[config.mk]
export PLATFORM = sky130hd
export DESIGN_NAME = ctrl_clk_meter
export DESIGN_NICKNAME = d
export VERILOG_FILES = /design/src/rtl/ctrl_clk_pkg.sv /design/src/rtl/sync_edge.sv /design/src/rtl/ctrl_clk_meter.sv
export SDC_FILE = /design/constraint.sdc
export NUM_CORES = 1
export LEC_CHECK = 0
export ABC_AREA = 1
export CAP_MARGIN = 20
export CORE_MARGIN = 1.5
export CORE_UTILIZATION = 58
export CTS_CLUSTER_DIAMETER = 50
export CTS_CLUSTER_SIZE = 40
export DETAILED_ROUTE_END_ITERATION = 6
export PLACE_DENSITY = 0.93
export SLEW_MARGIN = 5
export SYNTH_ARGS = -nofsm -noshare
export SYNTH_HDL_FRONTEND = slang
export SYNTH_SLANG_ARGS = --single-unit
[constraint.sdc]
create_clock -name clk -period 4.8 [get_ports clk]
set_input_delay 0.48 -clock clk [delete_from_list [all_inputs] [get_ports clk]]
set_output_delay 0.48 -clock clk [all_outputs]
set_load 0.005 [all_outputs]
[src/rtl/ctrl_clk_pkg.sv]
// ctrl_clk_pkg: lock FSM states and default rates shared by the control-clock divider and meter.
package ctrl_clk_pkg;
   typedef enum logic [1:0] {UNLOCK, ACQ, LOCKED} state_t;
   localparam int DEF_CNT_W        = 12;
   localparam int DEF_NOMINAL_HALF = 501;
   localparam int DEF_TOL          = 4;
   localparam int DEF_LOCK_CNT     = 4;
   localparam int DEF_TIMEOUT      = 1503;
endpackage

[src/rtl/sync_edge.sv]
// sync_edge: two-flop synchroniser for an asynchronous input, plus edge detection against a delayed copy.
module sync_edge (
   input  logic clk,
   input  logic rst,
   input  logic i_async,
   output logic o_level,
   output logic o_rise,
   output logic o_fall
);
   logic r_s1, r_s2, r_prev;
   always_ff @(posedge clk) begin
      if (rst) {r_s1, r_s2, r_prev} <= '0;
      else     {r_s1, r_s2, r_prev} <= {i_async, r_s1, r_s2};
   end
   assign o_level = r_s2;
   assign o_rise  = r_s2 & ~r_prev;
   assign o_fall  = ~r_s2 & r_prev;
endmodule

[src/rtl/ctrl_clk_meter.sv]
// ctrl_clk_meter: measures control-clock half-periods in clk cycles and tracks lock/timeout.
module ctrl_clk_meter
   import ctrl_clk_pkg::*;
#(
   parameter int CNT_W        = DEF_CNT_W,
   parameter int NOMINAL_HALF = DEF_NOMINAL_HALF,
   parameter int TOL          = DEF_TOL,
   parameter int LOCK_CNT     = DEF_LOCK_CNT,
   parameter int TIMEOUT      = DEF_TIMEOUT
) (
   input  logic             clk,
   input  logic             rst,
   input  logic             ctrl_clk_in,
   output logic             rise_pulse,
   output logic             fall_pulse,
   output logic [CNT_W-1:0] half_period,
   output logic             period_valid,
   output logic             locked,
   output logic             timeout,
   output logic [7:0]       err_cnt
);
   localparam int GOOD_W = $clog2(LOCK_CNT + 1);
   localparam logic [CNT_W:0]   MEAS_LO = (CNT_W+1)'(NOMINAL_HALF - TOL);
   localparam logic [CNT_W:0]   MEAS_HI = (CNT_W+1)'(NOMINAL_HALF + TOL);
   localparam logic [CNT_W-1:0] TMO     = CNT_W'(TIMEOUT);

   logic              w_level, w_rise, w_fall, w_edge, w_match, w_tmo, w_err_inc;
   logic [CNT_W:0]    w_meas;
   logic [GOOD_W-1:0] w_good_inc, w_good_nxt;
   state_t            w_state_nxt;
   logic [CNT_W-1:0]  r_cnt;
   logic [GOOD_W-1:0] r_good;
   logic              r_have;
   state_t            r_state;

   sync_edge u_sync (
      .clk     (clk),
      .rst     (rst),
      .i_async (ctrl_clk_in),
      .o_level (w_level),
      .o_rise  (w_rise),
      .o_fall  (w_fall)
   );

   assign w_edge     = w_rise | w_fall;
   assign w_meas     = {1'b0, r_cnt} + {{CNT_W{1'b0}}, 1'b1};
   assign w_match    = (w_meas >= MEAS_LO) && (w_meas <= MEAS_HI);
   assign w_tmo      = !w_edge && (r_cnt == TMO);
   assign w_good_inc = r_good + 1'b1;

   always_comb begin
      w_state_nxt = r_state;
      w_good_nxt  = r_good;
      w_err_inc   = 1'b0;
      if (w_tmo) begin
         w_state_nxt = UNLOCK;
         w_good_nxt  = '0;
      end else if (w_edge) begin
         case (r_state)
            UNLOCK: begin
               w_state_nxt = ACQ;
               w_good_nxt  = '0;
            end
            ACQ: begin
               w_good_nxt  = w_match ? w_good_inc : '0;
               w_state_nxt = (w_match && w_good_inc == GOOD_W'(LOCK_CNT)) ? LOCKED : ACQ;
            end
            LOCKED: begin
               w_state_nxt = w_match ? LOCKED : ACQ;
               w_good_nxt  = w_match ? r_good : '0;
               w_err_inc   = !w_match;
            end
            default: w_state_nxt = UNLOCK;
         endcase
      end
   end

   always_ff @(posedge clk) begin
      if (rst) begin
         r_state <= UNLOCK;
         r_good  <= '0;
      end else begin
         r_state <= w_state_nxt;
         r_good  <= w_good_nxt;
      end
   end

   // r_have marks that a previous edge exists, so the next edge yields a real interval
   always_ff @(posedge clk) begin
      if (rst) begin
         rise_pulse   <= 1'b0;
         fall_pulse   <= 1'b0;
         half_period  <= '0;
         period_valid <= 1'b0;
         locked       <= 1'b0;
         timeout      <= 1'b0;
         err_cnt      <= '0;
         r_cnt        <= '0;
         r_have       <= 1'b0;
      end else begin
         rise_pulse <= w_edge & w_level;
         fall_pulse <= w_edge & ~w_level;
         timeout    <= w_tmo;
         locked     <= r_state == LOCKED;
         r_cnt      <= w_edge ? '0 : ((&r_cnt) ? r_cnt : r_cnt + 1'b1);
         if (w_edge) r_have <= 1'b1;
         if (w_edge && r_have) begin
            half_period  <= w_meas[CNT_W-1:0];
            period_valid <= 1'b1;
         end
         if (w_tmo) begin
            r_have       <= 1'b0;
            period_valid <= 1'b0;
         end
         if (w_err_inc && err_cnt != 8'hFF) err_cnt <= err_cnt + 8'd1;
      end
   end
endmodule
## After elaboration in Yosys (flattened, before gate mapping)

Cells that the tools add are included.
W data, S select, Z words.

- Register bits: 46
- Input port bits: 3
- Output and inout bits: 25

- Add/sub/neg operators: 4
- Order comparisons: 2
- Equal/unequal tests: 6
- Mux-type cells: 9
- Bitwise logic cells: 7
- Reductions and logical operators: 13

Operators by type and width:

| kind | number |
|---|---|
| $add A12 B1 Y13 const B | 1 |
| $ge A13 B9 Y1 const B | 1 |
| $le A13 B9 Y1 const B | 1 |
| $add A12 B1 Y12 const B | 1 |
| $eq A12 B11 Y1 const B | 1 |
| $reduce_and A12 Y1 | 1 |
| $pmux W3 S3 | 1 |
| $add A8 B1 Y8 const B | 1 |
| $ne A8 B8 Y1 const B | 1 |
| $mux W3 | 2 |
| $pmux W2 S3 | 1 |
| $logic_and A1 B1 Y1 | 5 |
| $and A1 B1 Y1 | 4 |
| $mux W2 | 2 |
| $reduce_or A2 Y1 | 2 |
| $add A3 B1 Y3 const B | 1 |
| $eq A3 B3 Y1 const B | 1 |
| $mux W1 | 3 |
| $reduce_and A3 Y1 | 1 |
| $reduce_bool A3 Y1 | 1 |
| $eq A2 B1 Y1 const B | 1 |
| $eq A2 B2 Y1 const B | 1 |
| $logic_not A1 Y1 | 2 |
| $logic_not A2 Y1 | 1 |
| 3 further kinds | 4 |

## Logic depth before layout (Yosys ltp)

Gate-level depths: netlist of the first run.

- Word-level depth: 8
- Depth in mapped cells: 16
- Gate-level depth less buffers: 16

## Modules after synthesis

A second synthesis of the first run with hierarchy kept.

- Cell total of the unflattened synthesis: 306
- Area, all modules: 2227.1 um^2

Modules (own cells, without submodules):

| module | instances | cells each | area an instance (um^2) | sequential area each (um^2) |
|---|---|---|---|---|
| ctrl_clk_meter | 1 | 294 | 2133.3 | 860.8 |
| sync_edge | 1 | 12 | 93.8 | 60.1 |

## Worst setup path after synthesis of the first run

No wires, ideal clock.

- Path type: register to register
- From: register r_cnt[0]
- To: register err_cnt[1]
- Arrival time: 1.666 ns
- Setup slack: 3.018 ns
- Cell stages (with the launch flop): 15
- Path through: dfxtp_1 -> inv_1 -> ha_1 -> nor2_1 -> o21ai_0 -> nand2_1 -> nand2_1 -> inv_1 -> nand3_2 -> nor2_4 -> inv_2 -> nand2_4 -> inv_4 -> nor2_1 -> nor2_1

- Word-level cells in the longest chain between the ends: 8

Ends and longest elaborated chain:

| item | RTL line | RTL |
|---|---|---|
| start, declared | ctrl_clk_meter.sv:31 | `logic [CNT_W-1:0] r_cnt;` |
| start signal, assigned | ctrl_clk_meter.sv:105 | `r_cnt <= w_edge ? '0 : ((&r_cnt) ? r_cnt : r_cnt + 1'b1);` |
| $add A12 B1 Y13 * | ctrl_clk_meter.sv:46 | `assign w_meas = {1'b0, r_cnt} + {{CNT_W{1'b0}}, 1'b1};` |
| named net w_meas[0] | ctrl_clk_meter.sv:28 | `logic [CNT_W:0] w_meas;` |
| $ge A13 B9 Y1 / $le A13 B9 Y1 (equally long branches) | ctrl_clk_meter.sv:47 | `assign w_match = (w_meas >= MEAS_LO) && (w_meas <= MEAS_HI);` |
| $logic_and A1 B1 Y1 * | ctrl_clk_meter.sv:47 |  |
| $logic_not A1 Y1 * | ctrl_clk_meter.sv:71 | `w_err_inc = !w_match;` |
| $mux W1 * | ctrl_clk_meter.sv:59 | `case (r_state)` |
| $mux W1 * | ctrl_clk_meter.sv:58 | `end else if (w_edge) begin` |
| $mux W1 * | ctrl_clk_meter.sv:55 | `if (w_tmo) begin` |
| $logic_and A1 B1 Y1 * | ctrl_clk_meter.sv:115 | `if (w_err_inc && err_cnt != 8'hFF) err_cnt <= err_cnt + 8'd1;` |
| end signal, assigned | ctrl_clk_meter.sv:115 |  |
| end, declared | ctrl_clk_meter.sv:20 | `output logic [7:0] err_cnt` |

The timed path passes the listed nets; every way through them passes the cells marked *.
A chain may end at the register's enable or synchronous reset.

## Worst setup path in the final report of the first run

- From: register r_cnt[0]
- To: register r_good[0]

- Word-level cells in the longest chain between the ends: 5

Ends and longest elaborated chain:

| item | RTL line | RTL |
|---|---|---|
| $add A12 B1 Y13 * | ctrl_clk_meter.sv:46 |  |
| named net w_meas[0] | ctrl_clk_meter.sv:28 |  |
| $ge A13 B9 Y1 / $le A13 B9 Y1 (equally long branches) | ctrl_clk_meter.sv:47 |  |
| $logic_and A1 B1 Y1 * | ctrl_clk_meter.sv:47 |  |
| $mux W3 / $ne A2 B2 Y1 (equally long branches) | - |  |
| $pmux W3 S3 / $reduce_and A3 Y1 (equally long branches) | - |  |
| end signal, assigned | ctrl_clk_meter.sv:84 | `r_good <= w_good_nxt;` |
| end, declared | ctrl_clk_meter.sv:32 | `logic [GOOD_W-1:0] r_good;` |

Marked as above.

==> summary.txt, run 1 <==
Run status
  • Status: completed

Global routing
  • GR Util met3: 6.866%
  • Grt total ovfl: 0
  • Vias in the first global route: roughly 1,700
  • GRT met2 Usage: 38.67%
  • Global Route met1 Usage: roughly 29%
  • Total global-route track usage: between 20% and 30%
  • Initial antenna violation count: 0
  • Most Crowded Layer GR: met2
  • Largest net degree at the start of global routing: 24
  • Global-route wire length before repair: approximately 7500 µm

Die
  • Full die area: 4083 µm²
  • Top-level port count: 28
  • Core Area: around 3400 µm²
  • Die X-Extent: roughly 64 µm
  • # rows: 21
  • Die height: between 60 and 70 µm
  • Starting Density: 62.49%

Setup path
  • CP arrival: 2.33 ns
  • Crit path required time: ~5.0 ns
  • Critical path fanouts, max: 6
  • Critical path type: reg2reg
  • Kind of end point of the critical path: register
  • Crit path launch type: register

Clock network
  • # Post-CTS Setup Buffers: 0
  • Skew-Pair Late Insertion Delay: between 0.3 and 0.4 ns
  • Cts hold-fix bufs: 0
  • Cts repair resizes: 0
  • Sink Count: 46
  • CTS Buf Count: 5
  • Clk buf depth: 2
  • Clock root buffer: clkbuf_8
  • H-Tree Level Count: 2
  • CTS tree: yes
  • CTS clk-pin slew, worst paths: around 0.07 ns

Flow run
  • Maxcap violations: 0

Power
  • Leak Pwr: 1.066 nW
  • Peak supply drop: roughly 320 µV
  • Pwr Density: ~270 nW/µm²
  • Power, Total: ~0.00069 W

Synthesis
  • Cells after Synth: about 300
  • Syn_nets: 312
  • Register area share after synthesis: 42.82%
  • Syn_area_per_cell: about 7.1 µm²
  • Commonest cells in the netlist: nand2_1, dfxtp_1, nor2_1
  • Number of flops mapped to enable cells by yosys: 0
  • Cell with the most instances after synthesis: nand2_1
  • Post-synth ARST share: 0%
  • Synthesis-stage register bit count: 46
  • Post-synth top flop: dfxtp_1
  • Area contributors post-synth: dfxtp_1, nand2_1, nor2_1
  • Synth warnings: 0
  • Cell taking the most area after synthesis: dfxtp_1
  • Share of the synthesized area in the top cell type: between 40% and 50%
  • Synthesized cell area: between 2000 and 2500 µm²
  • Yosys cell types: 26

STA
  • Period utilization: between 40 and 50%
  • Setup TNS: 0 ns
  • Max Freq: between 400 and 500 MHz
  • Final Critical Period: 2.131 ns
  • Fin. Hold Viols: 0
  • Relative slew slack: between 50% and 60%
  • Actual slew at the worst max-slew pin: between 0.6 and 0.7 ns
  • Endpoints failing setup: 0
  • Clk_skew: 0.009332 ns
  • RSZ-0062 raised after global routing: no
  • Max Slew Vio Count: 0
  • Hold Slack: 0.4095 ns

Placement
  • Inst Count DP: between 300 and 400
  • Port bufs: 27
  • HPWL Detailed: about 3300 µm
  • Gpl congestion: ~0.86

Finish
  • Final core occ: 74.19%
  • Area growth syn-to-layout: 18.73%
  • # diodes: 0
  • Layout cell share with drive strength beyond 1: slightly below 7%
  • Nets@finish: ~340
  • # fillers: 258
  • Non-Filler Instances: 378

Hold path
  • Min-delay worst type: reg2reg

Drt
  • ANT nets after route: 0
  • Routed len/inst: 11.70 µm
  • Drt total wl: 4421 µm
  • Residual DRC: 0
  • Via density: around 5.2
  • First-iteration detailed-routing DRC count: roughly 130
  • Via Count: around 2,000
  • Initial DRT Pass Iterations: 5
## path summary, 6_finish.rpt
check / endpoint / slack [ns] / from / depth (start not counted)
max: r_good[0] / 2.67 / r_cnt[0] / 14
min: u_sync.o_level / 0.41 / u_sync.r_s1 / 2
max reg2reg: r_good[0] / 2.67 / r_cnt[0] / 14
min reg2reg: u_sync.o_level / 0.41 / u_sync.r_s1 / 2
## state kept, by name, indices dropped and copies added (netlist names)
| signal | count |
|---|---|
| half_period | 12 |
| timeout | 1 |
| fall_pulse | 1 |
| u_sync.o_level | 1 |
| locked | 1 |
| r_state | 2 |
| u_sync.r_prev | 1 |
| r_have | 1 |
| r_good | 3 |
| err_cnt | 8 |
| u_sync.r_s1 | 1 |
| r_cnt | 12 |
| period_valid | 1 |
| rise_pulse | 1 |
## per-stage QoR
stage / area, µm² / setup slack [ns]
2_1_floorplan: 2151 / 3.018
3_3_place_gp: 2455 / 2.726
3_5_place_dp: 2455 / 2.518
4_1_cts: 2546 / 2.505
5_1_grt: 2554 / 2.438
6_report: 2554 / 2.669
## cell usage in the layout (no fill, tap or decap)
cell,count
inv_4,1
a21oi_1,21
nor4_1,1
inv_2,2
nand4_1,6
nand3b_1,1
nor2_4,2
nor3_1,2
ha_1,7
clkbuf_8,6
xnor2_1,3
nand2_1,64
a31oi_1,1
clkdlybuf4s50_1,27
clkinv_2,1
nor2_1,46
o21ai_0,18
o211ai_1,4
buf_4,1
inv_1,45
nor2_2,2
nand3_1,10
o21bai_1,3
xor2_1,3
dfxtp_1,46
nand2_4,1
nand2_2,3
nand3_2,4
clkbuf_1,1
## metal layers
layer,up-vias,share of wire [%]
li1,1007,-
met1,877,45
met2,58,47
met3,8,6.3
met4,0,2.0
met5,-,0
## critical path, cell delays in order (launching register included)
cell and delay [ns]:
dfxtp_1 0.44, inv_1 0.13, ha_1 0.35, nor2_1 0.14, o21ai_0 0.10, nand2_1 0.07
nand2_1 0.05, inv_1 0.06, nand3_2 0.11, nor2_4 0.15, nand2_1 0.11, nand3_2 0.14
nand2_1 0.07, nand2_1 0.06, nor2_1 0.04
## area by class of cell
| class | count | area, µm² | area share (%) |
|---|---|---|---|
| repair buffers | 28 | 277.8 | 10.88 |
| flip-flops and latches | 46 | 920.9 | 36.06 |
| multi-input cells | 202 | 1023 | 40.08 |
| inverters | 48 | 182.7 | 7.153 |
| well taps | 46 | 57.56 | 2.254 |
| clock buffers | 7 | 86.33 | 3.381 |
| clock inverters | 1 | 5.005 | 0.1960 |
## cell families after synthesis
group           Yosys count  synth area share [%]
flops                    46                 42.82
simple gates            142                 29.26
xor+xnor                  6                 2.444
compound gates           47                 11.81
buf+inv                  54                 9.599
fa+ha+maj                 7                 4.072
## power by group
part / internal (W) / switching [W] / leakage [nW]
clock: 0.000116 / 0.000123 / 0.0482
combinational: 0.0000218 / 0.0000299 / 0.644
sequential: 0.000392 / 0.00000869 / 0.373
Note: power is estimated with default switching activity, not from simulation.
==> inputs of run 2 (changes only) <==
--- a/config.mk
+++ b/config.mk
@@ -8,11 +8,11 @@
 export ABC_AREA = 1
 export CAP_MARGIN = 20
 export CORE_MARGIN = 1.5
-export CORE_UTILIZATION = 58
+export CORE_UTILIZATION = 54
 export CTS_CLUSTER_DIAMETER = 50
 export CTS_CLUSTER_SIZE = 40
 export DETAILED_ROUTE_END_ITERATION = 6
-export PLACE_DENSITY = 0.93
+export PLACE_DENSITY = 0.88
 export SLEW_MARGIN = 5
 export SYNTH_ARGS = -nofsm -noshare
 export SYNTH_HDL_FRONTEND = slang
==> constraint.sdc (replaced) <==
create_clock -name clk -period 2 [get_ports clk]
set_input_delay 0.2 -clock clk [delete_from_list [all_inputs] [get_ports clk]]
set_output_delay 0.2 -clock clk [all_outputs]
set_load 0.005 [all_outputs]
==> run 2 against run 1 <==
  * Critical path depth grew 1
  * Hold slack lost 0.0054 ns
  * First-iteration DRC count shrank 25%
  * Die area grew 7.1%
  * Sequential power grew 140%
  * Routed wire length grew 9.9%
  * Critical path type unchanged
  * Largest power group unchanged
  * Highest routed layer unchanged
==> summary.txt, run 2 (synthesis gave the netlist of run 1 again) <==
Finish
  • Commonest non-fill, non-tap cells in the layout: nand2_1, inv_1, dfxtp_1, nor2_1, clkdlybuf4s50_1
  • Non-Filler Instances: 388 (+2.6%)
  • Area of the multi-input gates: 1105 µm² (+7.9%)
  • FF/Latch Area: 927.1 µm² (+0.68%)
  • Nets@finish: 349 (+2.3%)
  • Biggest regs: half_period: 12 flops, r_cnt: 12 flops, err_cnt: 8 flops
  • Layout cell share with drive strength beyond 1: 14.41% (+7.5 points)
  • Area growth syn-to-layout: 26.29%
  • # diodes: 0 (unchanged)
  • Commonest non-fill, non-tap cell in the layout: nand2_1
  • Final core occ: 72.56% (-1.6 points)
  • # fillers: 299 (+16%)

Placement
  • HPWL Detailed: 3364 µm (+1.8%)
  • Port bufs: 27 (unchanged)
  • Gpl congestion: 0.9170 (+6.7%)
  • Post-Place Worst Slack: 0.07686 ns (-2.441 ns)
  • Inst Count DP: 377 (+2.2%)

Die
  • Top-level port count: 28 (unchanged)
  • Starting Density: 57.45% (-5.0 points)
  • Full die area: 4371 µm² (+7.1%)
  • Die X-Extent: 66.11 µm (+3.5%)
  • Core Area: 3744 µm² (+8.8%)
  • # rows: 22 (+4.8%)
  • Die height: 66.11 µm (+3.5%)

STA
  • Final worst slack: 0.08743 ns (-2.581 ns)
  • Hold Slack: 0.4042 ns (-0.005366 ns)
  • Actual slew at the worst max-slew pin: 0.4337 ns (-0.2319 ns)
  • Max Slew Vio Count: 0 (unchanged)
  • Fin. Hold Viols: 0 (unchanged)
  • Period utilization: 95.63% (+51 points)
  • Max Freq: 522.9 MHz (+11%)
  • Relative slew slack: 70.98% (+16 points)
  • Endpoints failing setup: 0 (unchanged)
  • Final Critical Period: 1.913 ns (-0.2186 ns)
  • Clk_skew: 0.005983 ns (-0.003350 ns)

Setup path
  • CP Cell Sequence: ha_4 > nand3_2 > nor2_4 > nand2_1 > nand2_1 > nand2_1 > nor2_2 > nand3_2 > nor2_4 > inv_2 > nand2_4 > inv_4 > nand2_2 > nand2_1 > nor2_1
  • CP max stage delay: 0.39 ns (-0.05 ns)
  • CP arrival: 2.16 ns (-0.17 ns)
  • CP Buf/Inv Count: 2 (unchanged)
  • Critical path fanouts, max: 9 (+3)
  • Cell mode on critical path: nand2_1
  • Worst path slowest cell: dfxtp_2
  • Delay-heaviest family, CP: simple AND/OR/NAND/NOR gates
  • Critical path type: reg2reg
  • Kind of end point of the critical path: register
  • Crit path required time: 2.25 ns (-2.75 ns)
  • Crit path launch type: register

Drt
  • Initial DRT Pass Iterations: 4 (-1)
  • Via density: 5.271 (+2.2%)
  • Residual DRC: 0 (unchanged)
  • Drt total wl: 4858 µm (+9.9%)
  • ANT nets after route: 0 (unchanged)
  • Via Count: 2,045 (+4.9%)
  • First-iteration detailed-routing DRC count: 98 (-25%)
  • Routed len/inst: 12.52 µm (+7.1%)

Run status
  • Status: completed

Global routing
  • Grt total ovfl: 0 (unchanged)
  • Initial antenna violation count: 0 (unchanged)
  • Vias in the first global route: 1,758 (+2.7%)
  • Global-route wire length before repair: 7596 µm (+1.7%)
  • Total global-route track usage: 23.07% (-0.66 points)
  • Largest net degree at the start of global routing: 24 (unchanged)

Clock network
  • H-Tree Level Count: 2 (unchanged)
  • CTS clk-pin slew, worst paths: 0.08 ns (about the same)
  • CTS tree: yes
  • Sink Count: 46 (unchanged)
  • Skew-Pair Late Insertion Delay: 0.31 ns (about the same)
  • CTS Buf Count: 5 (unchanged)
  • Clock root buffer: clkbuf_8
  • Clk buf depth: 2 (unchanged)

Hold path
  • Min-delay worst type: reg2reg

Power
  • Leak Pwr: 1.128 nW (+5.8%)
  • Pwr Density: 624.9 nW/µm² (+130%)
  • Peak supply drop: 579.7 µV (+83%)

Flow run
  • Maxcap violations: 0 (unchanged)
==> run 2: metrics by stage <==
step | power [W] | instance area (µm²) | setup TNS [ns]
global route | 0.001765 | 2716 | -0.3164
global placement | 0.001108 | 2515 | 0
floorplan | 0.001061 | 2151 | 0
detailed placement | 0.001115 | 2515 | 0
finish | 0.001698 | 2716 | 0
CTS | 0.001694 | 2606 | 0
==> run 2: final timing paths <==
| check | startpoint | endpoint | slack [ns] | cells after the start |
|---|---|---|---|---|
| max | r_cnt[1] | err_cnt[0] | 0.09 | 15 |
| min reg2reg | u_sync.r_s1 | u_sync.o_level | 0.40 | 2 |
| max reg2reg | r_cnt[1] | err_cnt[0] | 0.09 | 15 |
| min | u_sync.r_s1 | u_sync.o_level | 0.40 | 2 |
==> run 2: routing by layer <==
| layer | track usage [%] | vias to the layer above | wire length [µm] |
|---|---|---|---|
| li1 | - | 1023 | - |
| met5 | 0 | - | 0 |
| met2 | 36.13 | 64 | 2309 |
| met1 | 29.72 | 947 | 2120 |
| met4 | 10.71 | 0 | 117 |
| met3 | 5.792 | 11 | 309 |
==> run 2: area by class of cell <==
| cell class | instances | area share (%) |
|---|---|---|
| flip-flops and latches | 46 | 34.13 |
| repair buffers | 36 | 12.90 |
| well taps | 48 | 2.211 |
| clock buffers | 7 | 3.178 |
| multi-input cells | 202 | 40.67 |
| inverters | 48 | 6.725 |
| clock inverters | 1 | 0.1842 |
==> run 2: power breakdown <==
group | switching, W | internal [W] | total [W]
sequential | 0.0000220 | 0.000942 | 0.000964
clock | 0.000308 | 0.000279 | 0.000587
combinational | 0.0000804 | 0.0000664 | 0.000147
total | 0.000411 | 0.00129 | 0.00170
==> run 2: tightest hold or removal path: stages (launching register included) <==
cell and delay [ns]:
dfxtp_1 0.30, inv_1 0.04, nor2_1 0.03
==> run 2: what timing repair did <==
action	CTS	global route
gates resized for setup	0	24
setup buffers	0	3
hold buffers	0	0
setup endpoints to repair	0	15
==> inputs of run 3 (changes only) <==
--- a/config.mk
+++ b/config.mk
@@ -5,14 +5,14 @@
 export SDC_FILE = /design/constraint.sdc
 export NUM_CORES = 1
 export LEC_CHECK = 0
-export ABC_AREA = 1
 export CAP_MARGIN = 20
 export CORE_MARGIN = 1.5
 export CORE_UTILIZATION = 54
 export CTS_CLUSTER_DIAMETER = 50
 export CTS_CLUSTER_SIZE = 40
 export DETAILED_ROUTE_END_ITERATION = 6
-export PLACE_DENSITY = 0.88
+export HOLD_SLACK_MARGIN = 0.1
+export PLACE_DENSITY = 0.8
 export SLEW_MARGIN = 5
 export SYNTH_ARGS = -nofsm -noshare
 export SYNTH_HDL_FRONTEND = slang
==> run 3 against run 2 <==
  * Final area increased by 8.4%
  * Largest power group unchanged
  * Power rose by 9.4%
  * Utilization is 5.5 points higher
  * Final cell count shrank 12%
  * Critical path depth shrank 7
  * The flow now finishes with violations (negative setup slack)
  * Count of clock-buffer cells in the layout fell by 2
  * Die area up 1.9%
  * Clock skew rose by 0.0027 ns
  * Combinational power rose by 36%
  * Setup slack got worse by 0.10 ns
  * Sequential power down 1%
==> summary.txt, run 3 <==
Setup path
  • R2r setup slk: -0.02 ns (-0.10 ns)
  • Delay-heaviest family, CP: compound AO/OA/AOI/OAI gates
  • Crit path required time: 2.20 ns (-0.05 ns)
  • CP Cell Sequence: inv_1 > ha_4 > inv_2 > and3_4 > o311ai_4 > buf_4 > a21oi_2 > mux2_1
  • Levels on crit path: 8 (-7)
  • Kind of end point of the critical path: register
  • Crit path to: err_cnt[6]
  • CP max stage delay: 0.40 ns (about the same)
  • Critical path type: reg2reg
  • CP Buf/Inv Count: 3 (+1)
  • Critical path fanouts, max: 6 (-3)
  • Worst reg2reg path depth: 8 (-7)
  • CP arrival: 2.21 ns (+0.05 ns)
  • Worst path slowest cell: o311ai_4
  • Worst reg2reg startpoint: r_cnt[1]
  • R2r endpoint: err_cnt[6]
  • Crit path launch type: register
  • CP startpoint: r_cnt[1]

STA
  • Endpoints failing setup: 3 (+3)
  • Relative slew slack: 69.93% (-1.0 points)
  • Max Slew Vio Count: 0 (unchanged)
  • Hold Slack: 0.4437 ns (+0.03949 ns)
  • Actual slew at the worst max-slew pin: 0.4500 ns (+0.01627 ns)
  • Period utilization: 100.9% (+5.2 points)
  • Fin. Hold Viols: 0 (unchanged)
  • Final worst slack: -0.01726 ns (-0.1047 ns)
  • Clk_skew: 0.008719 ns (+0.002736 ns)
  • Final Critical Period: 2.017 ns (+0.1047 ns)
  • RSZ-0062 raised after global routing: yes
  • Max Freq: 495.7 MHz (-5.2%)

Synthesis
  • Synthesized cell area: 2195 µm² (+2.0%)
  • Syn_area_per_cell: 8.921 µm² (+25%)
  • Cell taking the most area after synthesis: dfxtp_1
  • Cells after Synth: 246 (-19%)
  • Syn_nets: 256 (-18%)
  • Post-synth ARST share: 0% (unchanged)
  • Cell with the most instances after synthesis: dfxtp_1
  • Commonest cells in the netlist: dfxtp_1, nor2_1, a211oi_1, clkbuf_1
  • Number of flops mapped to enable cells by yosys: 0 (unchanged)
  • Post-synth top flop: dfxtp_1
  • Synth warnings: 0 (unchanged)
  • Register area share after synthesis: 41.96% (-0.85 points)
  • Area contributors post-synth: dfxtp_1, nor2_1, a211oi_1
  • Synthesis-stage register bit count: 46 (unchanged)
  • Share of the synthesized area in the top cell type: 41.96% (-0.85 points)
  • Yosys cell types: 49 (+88%)

Power
  • Leak Pwr: 1.042 nW (-7.6%)
  • Clock share of power: 38.0% (+3.4 points)
  • Peak supply drop: 561.1 µV (-3.2%)
  • Pint: 0.001407 W (+9.3%)
  • Seq pwr share: 51.2% (-5.6 points)
  • Power, Total: 0.001856 W (+9.4%)
  • P_sw: 0.0004498 W (+9.5%)
  • Pwr Density: 630.3 nW/µm² (+0.86%)
  • Comb power frac: 10.8% (+2.2 points)
  • Switching Share: 24.23% (+0.041 points)

Placement
  • Gpl congestion: 0.9095 (-0.82%)
  • Post-Place Worst Slack: -0.06784 ns (-0.1447 ns)
  • Port bufs: 27 (unchanged)
  • HPWL Detailed: 3428 µm (+1.9%)
  • Inst Count DP: 332 (-12%)

Die
  • Core Area: 3771 µm² (+0.74%)
  • Top-level port count: 28 (unchanged)
  • Full die area: 4456 µm² (+1.9%)
  • Die X-Extent: 66.75 µm (+0.97%)
  • Starting Density: 58.20% (+0.74 points)
  • Die height: 66.75 µm (+0.97%)
  • # rows: 22 (unchanged)

Clock network
  • Skew-Pair Late Insertion Delay: 0.31 ns (about the same)
  • CTS Buf Count: 5 (unchanged)
  • Clock root buffer: clkbuf_8
  • Clk buf depth: 2 (unchanged)
  • Sink Count: 46 (unchanged)
  • CTS clk-pin slew, worst paths: 0.09 ns (about the same)
  • CTS tree: yes
  • H-Tree Level Count: 2 (unchanged)
  • Cts hold-fix bufs: 0 (unchanged)

Drt
  • Met2 WL: 2411 µm (+4.4%)
  • Initial DRT Pass Iterations: 4 (unchanged)
  • ANT nets after route: 0 (unchanged)
  • Residual DRC: 0 (unchanged)
  • Via density: 5.700 (+8.1%)
  • First-iteration detailed-routing DRC count: 107 (+9.2%)
  • Via Count: 1,938 (-5.2%)
  • Drt total wl: 4926 µm (+1.4%)
  • Routed len/inst: 14.49 µm (+16%)
  • Top Layer Used: met4
  • Length of routed met3 wiring: 241 µm (-22%)
  • Post-Route M1 WL: 2171 µm (+2.4%)

Flow run
  • Maxcap violations: 0 (unchanged)

Finish
  • Area growth syn-to-layout: 34.21%
  • Commonest non-fill, non-tap cell in the layout: dfxtp_1
  • Nets@finish: 301 (-14%)
  • Layout cell share with drive strength beyond 1: 25.34% (+11 points)
  • Biggest regs: half_period: 12 flops, r_cnt: 12 flops, err_cnt: 8 flops
  • Non-Filler Instances: 340 (-12%)
  • # diodes: 0 (unchanged)
  • Commonest non-fill, non-tap cells in the layout: dfxtp_1, nor2_1, buf_4, clkdlybuf4s50_1

Global routing
  • Global-route wire length before repair: 8204 µm (+8.0%)
  • Vias in the first global route: 1,879 (+6.9%)
  • Largest net degree at the start of global routing: 23 (-4.2%)
  • Grt total ovfl: 0 (unchanged)
  • Total global-route track usage: 24.29% (+1.2 points)
  • Initial antenna violation count: 0 (unchanged)

Hold path
  • Min-delay worst type: in2reg

Run status
  • Status: finished with violations
  • Failing checks: negative setup slack
run 3: changes by cell type after synthesis, moves of 5 or more:
cell	previous run	this run
nand2_1	64	7
inv_1	45	11
o21ai_0	18	3
nor2_1	46	32
a211oi_1	0	13
nor2b_1	0	12
a21oi_1	21	12
clkbuf_1	5	13
a31oi_1	1	6
mux2_2	0	5
nand2b_1	0	5
run 3: worst min path at each step:
stage                startpoint        endpoint  slack, ns  cells after the start
floorplan           ctrl_clk_in     u_sync.r_s1       0.33                      1
global placement    u_sync.r_s1  u_sync.o_level       0.43                      1
detailed placement  u_sync.r_s1  u_sync.o_level       0.45                      1
CTS                 ctrl_clk_in     u_sync.r_s1       0.44                      2
global route        ctrl_clk_in     u_sync.r_s1       0.43                      2
finish              ctrl_clk_in     u_sync.r_s1       0.44                      2
run 3: cell type report:
class | count | area [µm²]
inverter | 11 | 41.29
tap | 48 | 60.06
sequential | 46 | 933.4
clock inverter | 3 | 45.04
timing repair buffer | 57 | 520.5
clock buffer | 5 | 68.82
fill | 246 | 825.8
multi-input combinational | 170 | 1276
run 3: timing repair:
item	4_1_cts	5_1_grt
gates resized for setup	7	6
endpoints found under the setup margin	11	12
setup buffers	0	1
hold endpoints to repair	0	0
pin swaps	5	2
run 3: power by group through the flow:
stage | Sequential, W | Clock [W] | Combinational (W)
final | 0.000951 | 0.000706 | 0.000200
after global routing | 0.000954 | 0.000746 | 0.000217
after CTS | 0.000951 | 0.000713 | 0.000197
after detailed placement | 0.000972 | 0 | 0.000196
after global placement | 0.000971 | 0 | 0.000190
after floorplan | 0.000971 | 0 | 0.000112
run 3: layer usage:
| metal | global-route usage, % | vias to the layer above |
|---|---|---|
| met5 | 0 | - |
| met2 | 41.00 | 57 |
| li1 | - | 958 |
| met4 | 10.71 | 0 |
| met3 | 4.730 | 10 |
| met1 | 29.85 | 913 |
run 3: metrics by stage:
step | cell area, µm² | util [%] | setup TNS, ns
after detailed placement | 2770 | 73.46 | -0.1821
after global routing | 2945 | 78.10 | -0.8026
after CTS | 2910 | 77.17 | -0.03001
after global placement | 2770 | 73.46 | -0.07051
after floorplan | 2276 | - | 0
final | 2945 | 78.10 | -0.03989
run 3: logic make-up (layout without fill, tap and decap cells):
logic type | Yosys count | count (layout) | synth area share [%]
buf+inv | 30 | 76 | 5.815
fa+ha+maj | 7 | 7 | 3.991
simple gates | 93 | 93 | 22.58
xor+xnor | 9 | 9 | 3.592
compound gates | 50 | 50 | 16.65
mux | 11 | 11 | 5.416
flops | 46 | 46 | 41.96
run 3: worst register-to-register path: stages, from the launching register on:
cell and delay [ns]:
dfxtp_4 0.38, inv_1 0.07, ha_4 0.26, inv_2 0.05, and3_4 0.17, o311ai_4 0.40
buf_4 0.22, a21oi_2 0.05, mux2_1 0.30
